File: config.mk
export PLATFORM = sky130hd
export DESIGN_NAME = secded_decoder_pipe
export DESIGN_NICKNAME = d
export VERILOG_FILES = /design/src/rtl/ecc_pkg.sv /design/src/rtl/secded_syndrome.sv /design/src/rtl/secded_decoder_pipe.sv
export SDC_FILE = /design/constraint.sdc
export NUM_CORES = 1
export LEC_CHECK = 0
export ABC_AREA = 1
export BUFFER_PORTS_ARGS = -buffer_cell sky130_fd_sc_hd__clkbuf_2
export CAP_MARGIN = 20
export CORE_ASPECT_RATIO = 1.2
export CORE_MARGIN = 4
export CORE_UTILIZATION = 36
export DETAILED_ROUTE_END_ITERATION = 6
export MAX_ROUTING_LAYER = met4
export PLACE_DENSITY_LB_ADDON = 0.2
export SYNTH_ARGS = -nofsm -noshare
export SYNTH_HDL_FRONTEND = slang
export SYNTH_HIERARCHICAL = 1
export SYNTH_SLANG_ARGS = --single-unit
export TNS_END_PERCENT = 50
File: constraint.sdc
create_clock -name clk -period 1.6 [get_ports clk]
set_clock_uncertainty 0.15 [all_clocks]
set_input_delay 0.24 -clock clk [delete_from_list [all_inputs] [get_ports clk]]
set_output_delay 0.24 -clock clk [all_outputs]
set_load 0.005 [all_outputs]
File: src/rtl/ecc_pkg.sv
// Shared SEC-DED definitions: check-width sizing, codeword position mapping
// and the error classification used by the decoder pipeline.
package ecc_pkg;

  typedef enum logic [1:0] {
    ERR_NONE,
    ERR_CE,
    ERR_UE
  } err_kind_e;

  // Smallest r such that 2^r >= data_w + r + 1 (number of Hamming check bits).
  function automatic int calc_r(input int data_w);
    int r;
    r = 1;
    while ((1 << r) < data_w + r + 1) r++;
    return r;
  endfunction

  // Total check width: Hamming bits plus the overall parity bit.
  function automatic int calc_chk_w(input int data_w);
    return calc_r(data_w) + 1;
  endfunction

  localparam int DEFAULT_DATA_W = 32;
  localparam int DEFAULT_CHK_W  = calc_chk_w(DEFAULT_DATA_W);

  // Codeword position (1-based) of data bit idx. Data bits fill the
  // non-power-of-2 positions in ascending order; each power of two at or
  // below the running position pushes the data bit one slot further up.
  function automatic int data_pos(input int idx);
    int pos;
    pos = idx + 1;
    for (int i = 0; i < 9; i++) begin
      if ((1 << i) <= pos) pos = pos + 1;
    end
    return pos;
  endfunction

endpackage

File: src/rtl/secded_syndrome.sv
// Combinational syndrome / overall-parity generator for an extended Hamming
// codeword. syn is the XOR of the positions of all set codeword bits.
module secded_syndrome
  import ecc_pkg::*;
#(
  parameter int DATA_W = 32,
  parameter int R      = calc_r(DATA_W)
) (
  input  logic [DATA_W-1:0] in_data,
  input  logic [R:0]        in_chk,
  output logic [R-1:0]      syn,
  output logic              pm
);

  // Fold every set data bit's position into the received Hamming bits.
  always_comb begin
    // NOTE: every variable written here gets a value before any condition, so no latch is inferred.
    syn = in_chk[R-1:0];
    for (int j = 0; j < DATA_W; j++) begin
      if (in_data[j]) syn = syn ^ R'(data_pos(j));
    end
    pm = ^{in_data, in_chk};
  end

endmodule

File: src/rtl/secded_decoder_pipe.sv
// Two-stage pipelined SEC-DED decoder with valid/ready handshaking and
// saturating correctable/uncorrectable error counters.
// Optional build macro ECC_ERR_INJECT_EN adds inj_mask/inj_en ports that XOR
// an error pattern into the accepted codeword before decode.
module secded_decoder_pipe
  import ecc_pkg::*;
#(
  parameter  int DATA_W = 32,
  parameter  int CNT_W  = 16,
  localparam int R      = calc_r(DATA_W),
  localparam int CHK_W  = R + 1
) (
  input  logic              clk,
  input  logic              rst,
  input  logic              in_valid,
  output logic              in_ready,
  input  logic [DATA_W-1:0] in_data,
  input  logic [CHK_W-1:0]  in_chk,
  input  logic              corr_en,
  output logic              out_valid,
  input  logic              out_ready,
  output logic [DATA_W-1:0] out_data,
  output logic              out_ce,
  output logic              out_ue,
  output logic [R-1:0]      out_syn,
  input  logic              cnt_clr,
  output logic [CNT_W-1:0]  ce_cnt,
  output logic [CNT_W-1:0]  ue_cnt
`ifdef ECC_ERR_INJECT_EN
  ,
  input  logic [DATA_W+CHK_W-1:0] inj_mask,
  input  logic                    inj_en
`endif
);

  localparam int LAST_POS = DATA_W + R;

  logic              v1, v2;
  logic              e1, e2;
  logic [DATA_W-1:0] dec_data;
  logic [CHK_W-1:0]  dec_chk;
  logic [R-1:0]      syn_d;
  logic              pm_d;

  logic [DATA_W-1:0] d1;
  logic [R-1:0]      syn1;
  logic              pm1;
  logic              corr1;

  err_kind_e         kind;
  logic [DATA_W-1:0] fixed_data;
  logic              hs_out;

  // Ready chain: a stage can load when it is empty or its successor drains.
  assign e2       = !v2 || out_ready;
  assign e1       = !v1 || e2;
  assign in_ready = e1;
  assign out_valid = v2;
  assign hs_out   = v2 && out_ready;

`ifdef ECC_ERR_INJECT_EN
  assign {dec_chk, dec_data} = {in_chk, in_data} ^ (inj_en ? inj_mask : '0);
`else
  assign dec_data = in_data;
  assign dec_chk  = in_chk;
`endif

  secded_syndrome #(
    .DATA_W (DATA_W),
    .R      (R)
  ) u_syndrome (
    .in_data (dec_data),
    .in_chk  (dec_chk),
    .syn     (syn_d),
    .pm      (pm_d)
  );

  // Stage 1 occupancy.
  always_ff @(posedge clk) begin
    // NOTE: sequential state uses non-blocking assignments so all flops update from pre-edge values.
    if (rst) begin
      v1 <= 1'b0;
    end else if (e1) begin
      v1 <= in_valid;
    end
  end

  // Stage 1 payload: raw data, syndrome, parity mismatch and correction enable.
  always_ff @(posedge clk) begin
    // NOTE: payload flops are left unreset; v1 qualifies them, so no reset fan-out is spent here.
    if (e1 && in_valid) begin
      d1    <= dec_data;
      syn1  <= syn_d;
      pm1   <= pm_d;
      corr1 <= corr_en;
    end
  end

  // Classify the stage-1 word and build the (optionally) corrected data.
  always_comb begin
    kind       = ERR_NONE;
    fixed_data = d1;
    if (syn1 == '0) begin
      kind = pm1 ? ERR_CE : ERR_NONE;
    end else if (!pm1) begin
      kind = ERR_UE;
    end else if (int'(syn1) > LAST_POS) begin
      kind = ERR_UE;
    end else begin
      kind = ERR_CE;
      if (corr1) begin
        for (int j = 0; j < DATA_W; j++) begin
          if (int'(syn1) == data_pos(j)) fixed_data[j] = ~d1[j];
        end
      end
    end
  end

  // Stage 2: output register, held while the consumer stalls.
  always_ff @(posedge clk) begin
    if (rst) begin
      v2       <= 1'b0;
      out_data <= '0;
      out_ce   <= 1'b0;
      out_ue   <= 1'b0;
      out_syn  <= '0;
    end else if (e2) begin
      v2 <= v1;
      if (v1) begin
        out_data <= fixed_data;
        out_ce   <= (kind == ERR_CE);
        out_ue   <= (kind == ERR_UE);
        out_syn  <= syn1;
      end
    end
  end

  // Saturating error counters advanced on delivered words; clear wins.
  always_ff @(posedge clk) begin
    if (rst || cnt_clr) begin
      ce_cnt <= '0;
      ue_cnt <= '0;
    end else if (hs_out) begin
      if (out_ce && ce_cnt != '1) ce_cnt <= ce_cnt + CNT_W'(1);
      if (out_ue && ue_cnt != '1) ue_cnt <= ue_cnt + CNT_W'(1);
    end
  end

endmodule

* After elaboration in Yosys (flattened, before gate mapping)
Cells that the tools add are included.
** Storage, ports and cells
- Logic and storage cells :: 3177
- Bits in registers :: 114
- Bits of input ports :: 45
- Output and inout bits :: 74
** Operators by class
- Bitwise operators :: 64
- Mux-type cells :: 2024
- Eq/ne operators :: 36
- Reduce and logical (&&, ||, !) cells :: 14
- $lt $le $gt $ge :: 513
- Add/sub/neg operators :: 514
** Operators with widths (count)
- two-way mux 32 bit :: 1892
- adder 32 x 2 -> 32 bit, second input constant :: 480
- less-or-equal comparator 10 x 32 -> 1 bit, first input constant :: 64
- less-or-equal comparator 3 x 32 -> 1 bit, first input constant :: 64
- less-or-equal comparator 4 x 32 -> 1 bit, first input constant :: 64
- less-or-equal comparator 5 x 32 -> 1 bit, first input constant :: 64
- less-or-equal comparator 6 x 32 -> 1 bit, first input constant :: 64
- less-or-equal comparator 7 x 32 -> 1 bit, first input constant :: 64
- less-or-equal comparator 8 x 32 -> 1 bit, first input constant :: 64
- less-or-equal comparator 9 x 32 -> 1 bit, first input constant :: 64
- equality test 7 x 32 -> 1 bit :: 32
- two-way mux 6 bit :: 96
- adder 6 x 2 -> 6 bit, second input constant :: 32
- XOR 6 bit :: 32
- parity 39 bit :: 1
- two-way mux 1 bit :: 33
- adder 16 x 1 -> 16 bit, second input constant :: 2
- inequality test 16 bit, second input constant :: 2
- NOT 1 bit :: 32
- > comparator 6 bit, second input constant :: 1
- logical NOT 6 bit :: 1
- two-way mux 2 bit :: 3
- AND reduction 2 bit :: 3
- logical AND 1 bit :: 4
- other kinds (4) :: 7

* Longest topological paths before layout
Gate-level depths: netlist of run 1.
- Depth in word-level cells :: 89
- Mapped depth :: 14
- Gate-level depth less buffers :: 14

* Cells and area by module
Netlist of run 1, hierarchy kept.
** Modules (own cells, without submodules)
- secded_decoder_pipe :: sequential area each 2682.6 sq um, cells an instance 759, area each 5640.4 sq um, instances 1
- secded_syndrome :: sequential area each 0.0 sq um, cells an instance 273, area each 1353.8 sq um, instances 1

* Least setup slack after synthesis of run 1
OpenSTA, ideal clock, no wires.
- Kind :: register to register
- Start point :: register v2 (netlist: out_valid)
- End point :: register corr1 (enable)
- Clock period less this slack :: 1878 ps
- Buffers on the path :: 0
- Path slack :: -278 ps
- Stages on the path, launching flop included :: 4
- Arrival time :: 1333 ps
- Setup time :: 395 ps
- Data required time :: 1055 ps
- Path through :: dfxtp_1 -> nand3_1 -> nand2_1 -> inv_1
** Between the ends
- Word-level cells in the longest chain between the ends :: 4
** RTL lines
- start: declaration :: line secded_decoder_pipe.sv:38 : logic v1, v2;
- start signal: assignment :: line secded_decoder_pipe.sv:128 : v2 <= v1;
- logical NOT 1 bit :: line secded_decoder_pipe.sv:55 : assign e2 = !v2 || out_ready;
- logical OR 1 bit :: line secded_decoder_pipe.sv:55
- logical OR 1 bit :: line secded_decoder_pipe.sv:56 : assign e1 = !v1 || e2;
- named net in_ready :: line secded_decoder_pipe.sv:16 : output logic in_ready,
- logical AND 1 bit :: line secded_decoder_pipe.sv:91 : if (e1 && in_valid) begin
- end signal: assignment :: line secded_decoder_pipe.sv:95 : corr1 <= corr_en;
- end: declaration :: line secded_decoder_pipe.sv:48 : logic corr1;
The timed path passes the listed nets, and every way through them passes these cells.
A chain may end at the register's enable or synchronous reset.

* Worst setup path in the final report of run 1
- Start point :: register syn1[3]
- End point :: register out_data[1]
** Between the ends
- Word-level cells in the longest chain between the ends :: 6
- Elaborated cells between the ends (all ways) :: 8
- Classes of those cells :: order compare (1); eq/ne (1); mux (5); reduce/logical (1)
** RTL lines
- start: declaration :: line secded_decoder_pipe.sv:46 : logic [R-1:0] syn1;
- start signal: assignment :: line secded_decoder_pipe.sv:93 : syn1 <= syn_d;
- equality test 7 x 32 -> 1 bit :: line secded_decoder_pipe.sv:113 : if (int'(syn1) == data_pos(j)) fixed_data[j] = ~d1[j];
- two-way mux 1 bit :: line secded_decoder_pipe.sv:113
- two-way mux 32 bit :: line secded_decoder_pipe.sv:111 : if (corr1) begin
- two-way mux 32 bit :: line secded_decoder_pipe.sv:107 : end else if (int'(syn1) > LAST_POS) begin
- two-way mux 32 bit :: line secded_decoder_pipe.sv:105 : end else if (!pm1) begin
- two-way mux 32 bit (*) :: line secded_decoder_pipe.sv:103 : if (syn1 == '0) begin
- end signal: assignment :: line secded_decoder_pipe.sv:130 : out_data <= fixed_data;
- end: declaration :: line secded_decoder_pipe.sv:22 : output logic [DATA_W-1:0] out_data,
Every way passes the cells marked *; elsewhere a longest branch is shown, timed or not.

==> results of run 1 <==
-- area by class of cell --
class | count | area [um2] | share of cell area
Clock buffer | 20 | 447 | 0.0445
Inverter | 135 | 515 | 0.0514
Clock inverter | 12 | 114 | 0.0113
Sequential cell | 114 | 2690 | 0.268
Timing Repair Buffer | 274 | 1960 | 0.196
Tap cell | 256 | 320 | 0.0319
Multi-Input combinational cell | 753 | 3990 | 0.397
-- state kept, by name, indices dropped and copies added (netlist names) --
signal     flops
out_ue         1
out_valid      1
v1             1
ce_cnt        16
out_syn        6
out_ce         1
syn1           6
ue_cnt        16
out_data      32
corr1          1
pm1            1
d1            32
-- worst paths after layout --
kind                      startpoint                       end  cells past startpoint
max                syn1[3]$_DFFE_PP_  out_data[1]$_SDFFE_PP0P_                      9
min                      in_data[30]          d1[30]$_DFFE_PP_                      2
max reg2reg        syn1[3]$_DFFE_PP_  out_data[1]$_SDFFE_PP0P_                      9
min reg2reg  out_syn[3]$_SDFFE_PP0P_   out_syn[3]$_SDFFE_PP0P_                      2
-- routing by layer --
metal | wire, um | vias to the layer above | global-route usage
met5 | 0 | - | -
met4 | 448 | 0 | 0.0591
met3 | 729 | 29 | 0.0276
met2 | 10200 | 152 | 0.336
met1 | 8650 | 3187 | 0.232
li1 | - | 3802 | -
-- power breakdown --
part	total, uW	internal [uW]	leakage (uW)	switching, uW
combinational	2490	1090	0.00350	1410
clock	3570	2300	0.000281	1260
sequential	3360	3220	0.000998	140
-- logic make-up (layout without fill, tap and decap cells) --
| group | Yosys count | after routing | share of synthesized area |
|---|---|---|---|
| flip-flops | 114 | 114 | 0.384 |
| adder cells (fa/ha/maj) | 2 | 2 | 0.00358 |
| AO/OA/AOI/OAI | 72 | 72 | 0.0572 |
| XOR/XNOR | 76 | 76 | 0.0952 |
| buffers and inverters | 167 | 441 | 0.0977 |
| AND/OR/NAND/NOR | 601 | 603 | 0.363 |
-- Yosys cell counts, types with 6 or more instances --
| master | number |
|---|---|
| nand3_1 | 86 |
| o21ai_0 | 27 |
| nor3_1 | 6 |
| a21oi_1 | 36 |
| inv_1 | 130 |
| edfxtp_1 | 40 |
| nand2_1 | 328 |
| xnor2_1 | 39 |
| a21oi_2 | 7 |
| xor2_1 | 37 |
| clkbuf_1 | 14 |
| dfxtp_1 | 74 |
| nand4_1 | 39 |
| nor2_1 | 126 |
-- worst max-delay path, delay by kind of cell (launching register included) --
family	cells	cell delay, ns
and+or+nand+nor	7	0.76
DFF	1	0.49
buffers and inverters	2	0.19
-- through the flow --
stage / setup TNS, ns / utilization / area, um2 / instances / hold slack, ns
detailed placement: -6.08 / 0.465 / 8840 / 1509 / 0.274
floorplan: -2.25 / - / 7010 / 1032 / 0.189
finish: -1.91 / 0.528 / 10000 / 1564 / 0.0160
CTS: -1.48 / 0.516 / 9800 / 1562 / 0.000259
global route: -7.85 / 0.528 / 10000 / 1564 / 0.0104
global placement: -5.26 / 0.465 / 8840 / 1509 / 0.269
-- timing repair --
item / CTS / global route
pin swaps: 20 / 41
gates resized for setup: 48 / 59
endpoints found under the setup margin: 60 / 65
hold buffers: 9 / 0
gates cloned: 4 / 2
endpoints found under the hold margin: 9 / 0
setup buffers: 8 / 2
==> impl_metrics.env, run 1 <==
export IMPL_hold_violations=0
export IMPL_slew_headroom=0.599
export IMPL_netlist_instances=1032
export IMPL_antenna_left=0
export IMPL_yosysTopAreaCell="dfxtp_1"
export IMPL_wl_per_cell_um=12.8
export IMPL_die_y_um=161
export IMPL_syn2layout_area_growth_pct=43.5
export IMPL_grt_pass1_vias=6768
export IMPL_synth_distinct_cells=33
export IMPL_fp_row_count=55
export IMPL_ys_seq_area_frac=0.384
export IMPL_htreeDepth=4
export IMPL_clkTransAtPathRegs_ns=0.05
export IMPL_drt_wl_total_mm=20.0
export IMPL_final_common_cell="nand2_1"
export IMPL_synthTopCellsByArea="dfxtp_1 21%, nand2_1 18%, edfxtp_1 17%"
export IMPL_setup_slack_ns=-0.0976
export IMPL_overflow=0
export IMPL_final_nets=1342
export IMPL_synth_top_area_frac=0.212
export IMPL_fmax_ghz=0.589
export IMPL_mostFrequentLayoutCells="316 x nand2_1, 127 x buf_4, 125 x inv_1"
export IMPL_cts_buffers=17
export IMPL_drtIter0Drc=252
export IMPL_port_buffers=118
export IMPL_antenna_cells=0
export IMPL_grt_max_degree=50
export IMPL_min_period_ns=1.70
export IMPL_crit_chain="nor2_4, nand3_4, nand2_8, clkbuf_16, nand3_1, nand2_1, nand3_1, nand2_1, inv_1"
export IMPL_viasPerCell=4.58
export IMPL_start_kind="flop"
export IMPL_antenna_found_initial=0
export IMPL_violations="negative setup slack"
export IMPL_die_width_um=135
export IMPL_min_period_over_period=1.06
export IMPL_async_reset_ff_frac=0
export IMPL_slowest_stage="edfxtp_1"
export IMPL_vias=7170
export IMPL_end_kind="flop"
export IMPL_drc_errors=0
export IMPL_hold_class="input pin to flop"
export IMPL_synth_area_mm2=0.00699
export IMPL_gp_congestion=0.910
export IMPL_ir_drop_v=0.000763
export IMPL_cp_required_ns=1.76
export IMPL_slew_violations=0
export IMPL_timing_worst_setup_path_type="flop to flop"
export IMPL_worstMarginPinSlew_ns=0.601
export IMPL_first_pass_iters=5
export IMPL_clock_sinks=114
export IMPL_cts_path_max_buffers=2
export IMPL_reg2reg_slack_ns=-0.1
export IMPL_dp_hpwl_mm=15.6
export IMPL_ys_flop_type="dfxtp_1"
export IMPL_synth_avg_cell_area_um2=6.78
export IMPL_insertion_delay_ns=0.40
export IMPL_place_ws_ns=-0.196
export IMPL_cts_root_buf="clkbuf_16"
export IMPL_total_power_uw=9420
export IMPL_grt_pass1_wl_mm=33.0
export IMPL_ys_seq_elements=114
export IMPL_core_area_mm2=0.0190
export IMPL_drv_cap=0
export IMPL_critPathArrivalTime_ns=1.85
export IMPL_max_stage_delay_ns=0.49
export IMPL_nFillCells=1848
export IMPL_status="complete, but fails checks"
export IMPL_yosysWarnings=6
export IMPL_rsz0062_at_grt="yes"
export IMPL_track_usage=0.193
export IMPL_crit_path_max_fanout=8
export IMPL_start_util=0.368
export IMPL_cts_tree="yes"
export IMPL_setup_viol=39
export IMPL_leakagePower_uw=0.00478
export IMPL_dieArea_mm2=0.0217
export IMPL_syn_num_nets=1079
export IMPL_drive_gt1_frac=0.300
export IMPL_synth_edf_count=40
export IMPL_ios=119
export IMPL_power_density_mw_per_mm2=939
Power figures use the tool's default switching activity.
==> run 2, diff against run 1 <==
--- a/config.mk
+++ b/config.mk
@@ -5,7 +5,6 @@
 export SDC_FILE = /design/constraint.sdc
 export NUM_CORES = 1
 export LEC_CHECK = 0
-export ABC_AREA = 1
 export BUFFER_PORTS_ARGS = -buffer_cell sky130_fd_sc_hd__clkbuf_2
 export CAP_MARGIN = 20
 export CORE_ASPECT_RATIO = 1.2
==> run 2 against run 1 <==
- register-to-register slack got worse by 0.26 ns
- largest power group unchanged
- synthesized cell count fell by 47%
- non-clock buffer count rose by 72
- critical endpoint is now out_data[30]$_SDFFE_PP0P_
- via count fell by 22%
- worst hold slack improved by 0.0023 ns
- highest routed layer unchanged
- clock power rose by 20%
- final area fell by 0.98%
- critical path depth fell by 4
- first-iteration DRC count rose by 52%
- the run still ends with negative setup slack left
==> impl_metrics.env, run 2 <==
export IMPL_crit_chain="buf_6, a311o_2, nor4_4, xnor2_2, a211oi_2"
export IMPL_clkTransAtPathRegs_ns=0.05
export IMPL_whs_path_depth=2
export IMPL_die_y_um=146
export IMPL_die_width_um=123
export IMPL_max_stage_delay_ns=0.44
export IMPL_ys_seq_area_frac=0.473
export IMPL_grt_pass1_vias=5539
export IMPL_drive_gt1_frac=0.541
export IMPL_drtIter0Drc=384
export IMPL_ys_flop_type="dfxtp_1"
export IMPL_synth_top_area_frac=0.261
export IMPL_gp_congestion=0.902
export IMPL_mostFrequentLayoutCells="158 x buf_4, 115 x clkbuf_2, 52 x dfxtp_1"
export IMPL_htreeDepth=4
export IMPL_slew_headroom=0.701
export IMPL_antenna_cells=0
export IMPL_min_period_over_period=1.23
export IMPL_status="complete, but fails checks"
export IMPL_reg2reg_slack_ns=-0.36
export IMPL_worstHoldStart="in_data[15]"
export IMPL_netlist_instances=544
export IMPL_r2r_end="out_data[30]$_SDFFE_PP0P_"
export IMPL_worstMarginPinSlew_ns=0.449
export IMPL_power_density_mw_per_mm2=1150
export IMPL_violations="negative setup slack"
export IMPL_final_util=0.640
export IMPL_cts_buffers=17
export IMPL_cts_path_max_buffers=2
export IMPL_drc_errors=0
export IMPL_ir_drop_v=0.000843
export IMPL_timing_worst_setup_path_type="flop to flop"
export IMPL_end_kind="flop"
export IMPL_vias=5607
export IMPL_port_buffers=118
export IMPL_hold_class="input pin to flop"
export IMPL_fp_row_count=50
export IMPL_antenna_found_initial=0
export IMPL_biggestRegsByFlops="d1: 32 flops, out_data: 32 flops"
export IMPL_first_pass_iters=4
export IMPL_final_common_cell="buf_4"
export IMPL_synthTopCellsByCount="74 x dfxtp_1, 61 x xnor2_1, 43 x nor2_1, 40 x edfxtp_1, 36 x nand2_1"
export IMPL_yosysMostFrequentCell="dfxtp_1"
export IMPL_antenna_left=0
export IMPL_dieArea_mm2=0.0179
export IMPL_syn2layout_area_growth_pct=75.0
export IMPL_setup_viol=58
export IMPL_rsz0062_at_grt="yes"
export IMPL_cts_root_buf="clkbuf_16"
export IMPL_ys_seq_elements=114
export IMPL_yosysWarnings=6
export IMPL_synthTopCellsByArea="dfxtp_1 26%, edfxtp_1 21%, xnor2_1 9.4%"
export IMPL_drt_wl_total_mm=18.7
export IMPL_core_area_mm2=0.0155
export IMPL_grt_max_degree=45
export IMPL_wl_per_cell_um=17.0
export IMPL_synth_area_mm2=0.00568
export IMPL_start_kind="flop"
export IMPL_leakagePower_uw=0.00419
export IMPL_viasPerCell=5.11
export IMPL_setup_slack_ns=-0.361
export IMPL_min_period_ns=1.96
export IMPL_async_reset_ff_frac=0
export IMPL_synth_avg_cell_area_um2=10.4
export IMPL_crit_path_max_fanout=4
export IMPL_r2r_start="syn1[4]$_DFFE_PP_"
export IMPL_insertion_delay_ns=0.42
export IMPL_grt_pass1_wl_mm=28.3
export IMPL_overflow=0
export IMPL_ios=119
export IMPL_start_util=0.366
export IMPL_ff2ff_path_depth=5
export IMPL_hold_violations=0
export IMPL_synth_edf_count=40
export IMPL_syn_num_nets=591
export IMPL_critPathArrivalTime_ns=2.09
export IMPL_synth_distinct_cells=54
export IMPL_place_ws_ns=-0.613
export IMPL_slowest_stage="a311o_2"
export IMPL_dp_hpwl_mm=12.8
export IMPL_clock_sinks=114
export IMPL_min_to="d1[15]$_DFFE_PP_"
export IMPL_cp_required_ns=1.73
export IMPL_cts_tree="yes"
export IMPL_yosysTopAreaCell="dfxtp_1"
export IMPL_drv_cap=0
export IMPL_slew_violations=0
export IMPL_fmax_ghz=0.510
export IMPL_final_nets=923
export IMPL_track_usage=0.207
==> run 2: cell count changes in the layout (fill, tap and decap cells not counted), sizes merged, moves of 28 or more <==
cell    delta
a211oi    +33
buf       +57
inv      -132
nand2    -297
nand3     -68
nand4     -28
nor2      -87
==> run 2: what timing repair did <==
action,4_1_cts,5_1_grt
setup buffers,20,15
resized for setup,117,88
pin swaps,37,71
cloned,1,0
endpoints found under the hold margin,29,0
hold buffers,29,0
setup endpoints to repair,67,74
==> run 2: worst max-delay path by stage <==
| stage | slack, ns | cells past startpoint | to | start |
|---|---|---|---|---|
| 3_5_place_dp | -0.61 | 5 | pm1$_DFFE_PP_ | in_data[19] |
| 4_1_cts | -0.30 | 5 | out_data[29]$_SDFFE_PP0P_ | syn1[3]$_DFFE_PP_ |
| 3_3_place_gp | -0.56 | 5 | pm1$_DFFE_PP_ | in_data[19] |
| 2_1_floorplan | -0.35 | 4 | pm1$_DFFE_PP_ | in_chk[4] |
| 5_1_grt | -0.41 | 6 | out_data[5]$_SDFFE_PP0P_ | syn1[2]$_DFFE_PP_ |
| 6_report | -0.36 | 5 | out_data[30]$_SDFFE_PP0P_ | syn1[4]$_DFFE_PP_ |
==> run 2: logic make-up (layout without fill, tap and decap cells) <==
| kind of cell | count (synthesis) | after routing | share of synthesized area |
|---|---|---|---|
| compound gates | 99 | 99 | 0.123 |
| xor+xnor | 91 | 91 | 0.180 |
| fa+ha+maj | 2 | 2 | 0.00441 |
| buf+inv | 38 | 382 | 0.0267 |
| flops | 114 | 114 | 0.473 |
| mux | 3 | 3 | 0.00529 |
| simple gates | 197 | 198 | 0.188 |
==> run 2: stage by stage <==
stage | total power [uW] | std cells | hold WS, ns | cell area (um2) | setup TNS (ns)
3_3_place_gp | 5850 | 1005 | 0.270 | 7750 | -15.11
6_report | 11400 | 1097 | 0.0184 | 9940 | -9.31
5_1_grt | 11800 | 1097 | 0.0136 | 9940 | -14.06
2_1_floorplan | 4770 | 544 | 0.189 | 5740 | -6.63
4_1_cts | 10700 | 1085 | 0.00326 | 9380 | -7.68
3_5_place_dp | 5890 | 1005 | 0.271 | 7750 | -16.33
==> run 2: worst max-delay path, delay by kind of cell (launching register included) <==
family	cells	cell delay [ns]
flops	1	0.41
compound gates	2	0.54
simple gates	1	0.39
xor+xnor	1	0.19
buf+inv	1	0.15
==> run 2: layout make-up <==
| class | count | area (um2) |
|---|---|---|
| clock inverter | 15 | 239 |
| timing repair buffer | 346 | 2590 |
| sequential | 114 | 2720 |
| inverter | 4 | 15.0 |
| multi-input combinational | 393 | 3680 |
| fill | 1239 | 5580 |
| clock buffer | 17 | 425 |
| tap | 208 | 260 |
==> run 2: metal layers <==
layer	vias up	global-route usage	routed length, um
met1	2703	0.222	7050
met2	164	0.369	10200
met3	38	0.0467	868
li1	2702	-	-
met5	-	-	0
met4	0	0.0739	530
==> run 2: where the power goes <==
group	internal, uW	total, uW	switching (uW)
clock network	2900	4270	1370
registers	3280	3480	201
logic	1890	3640	1750
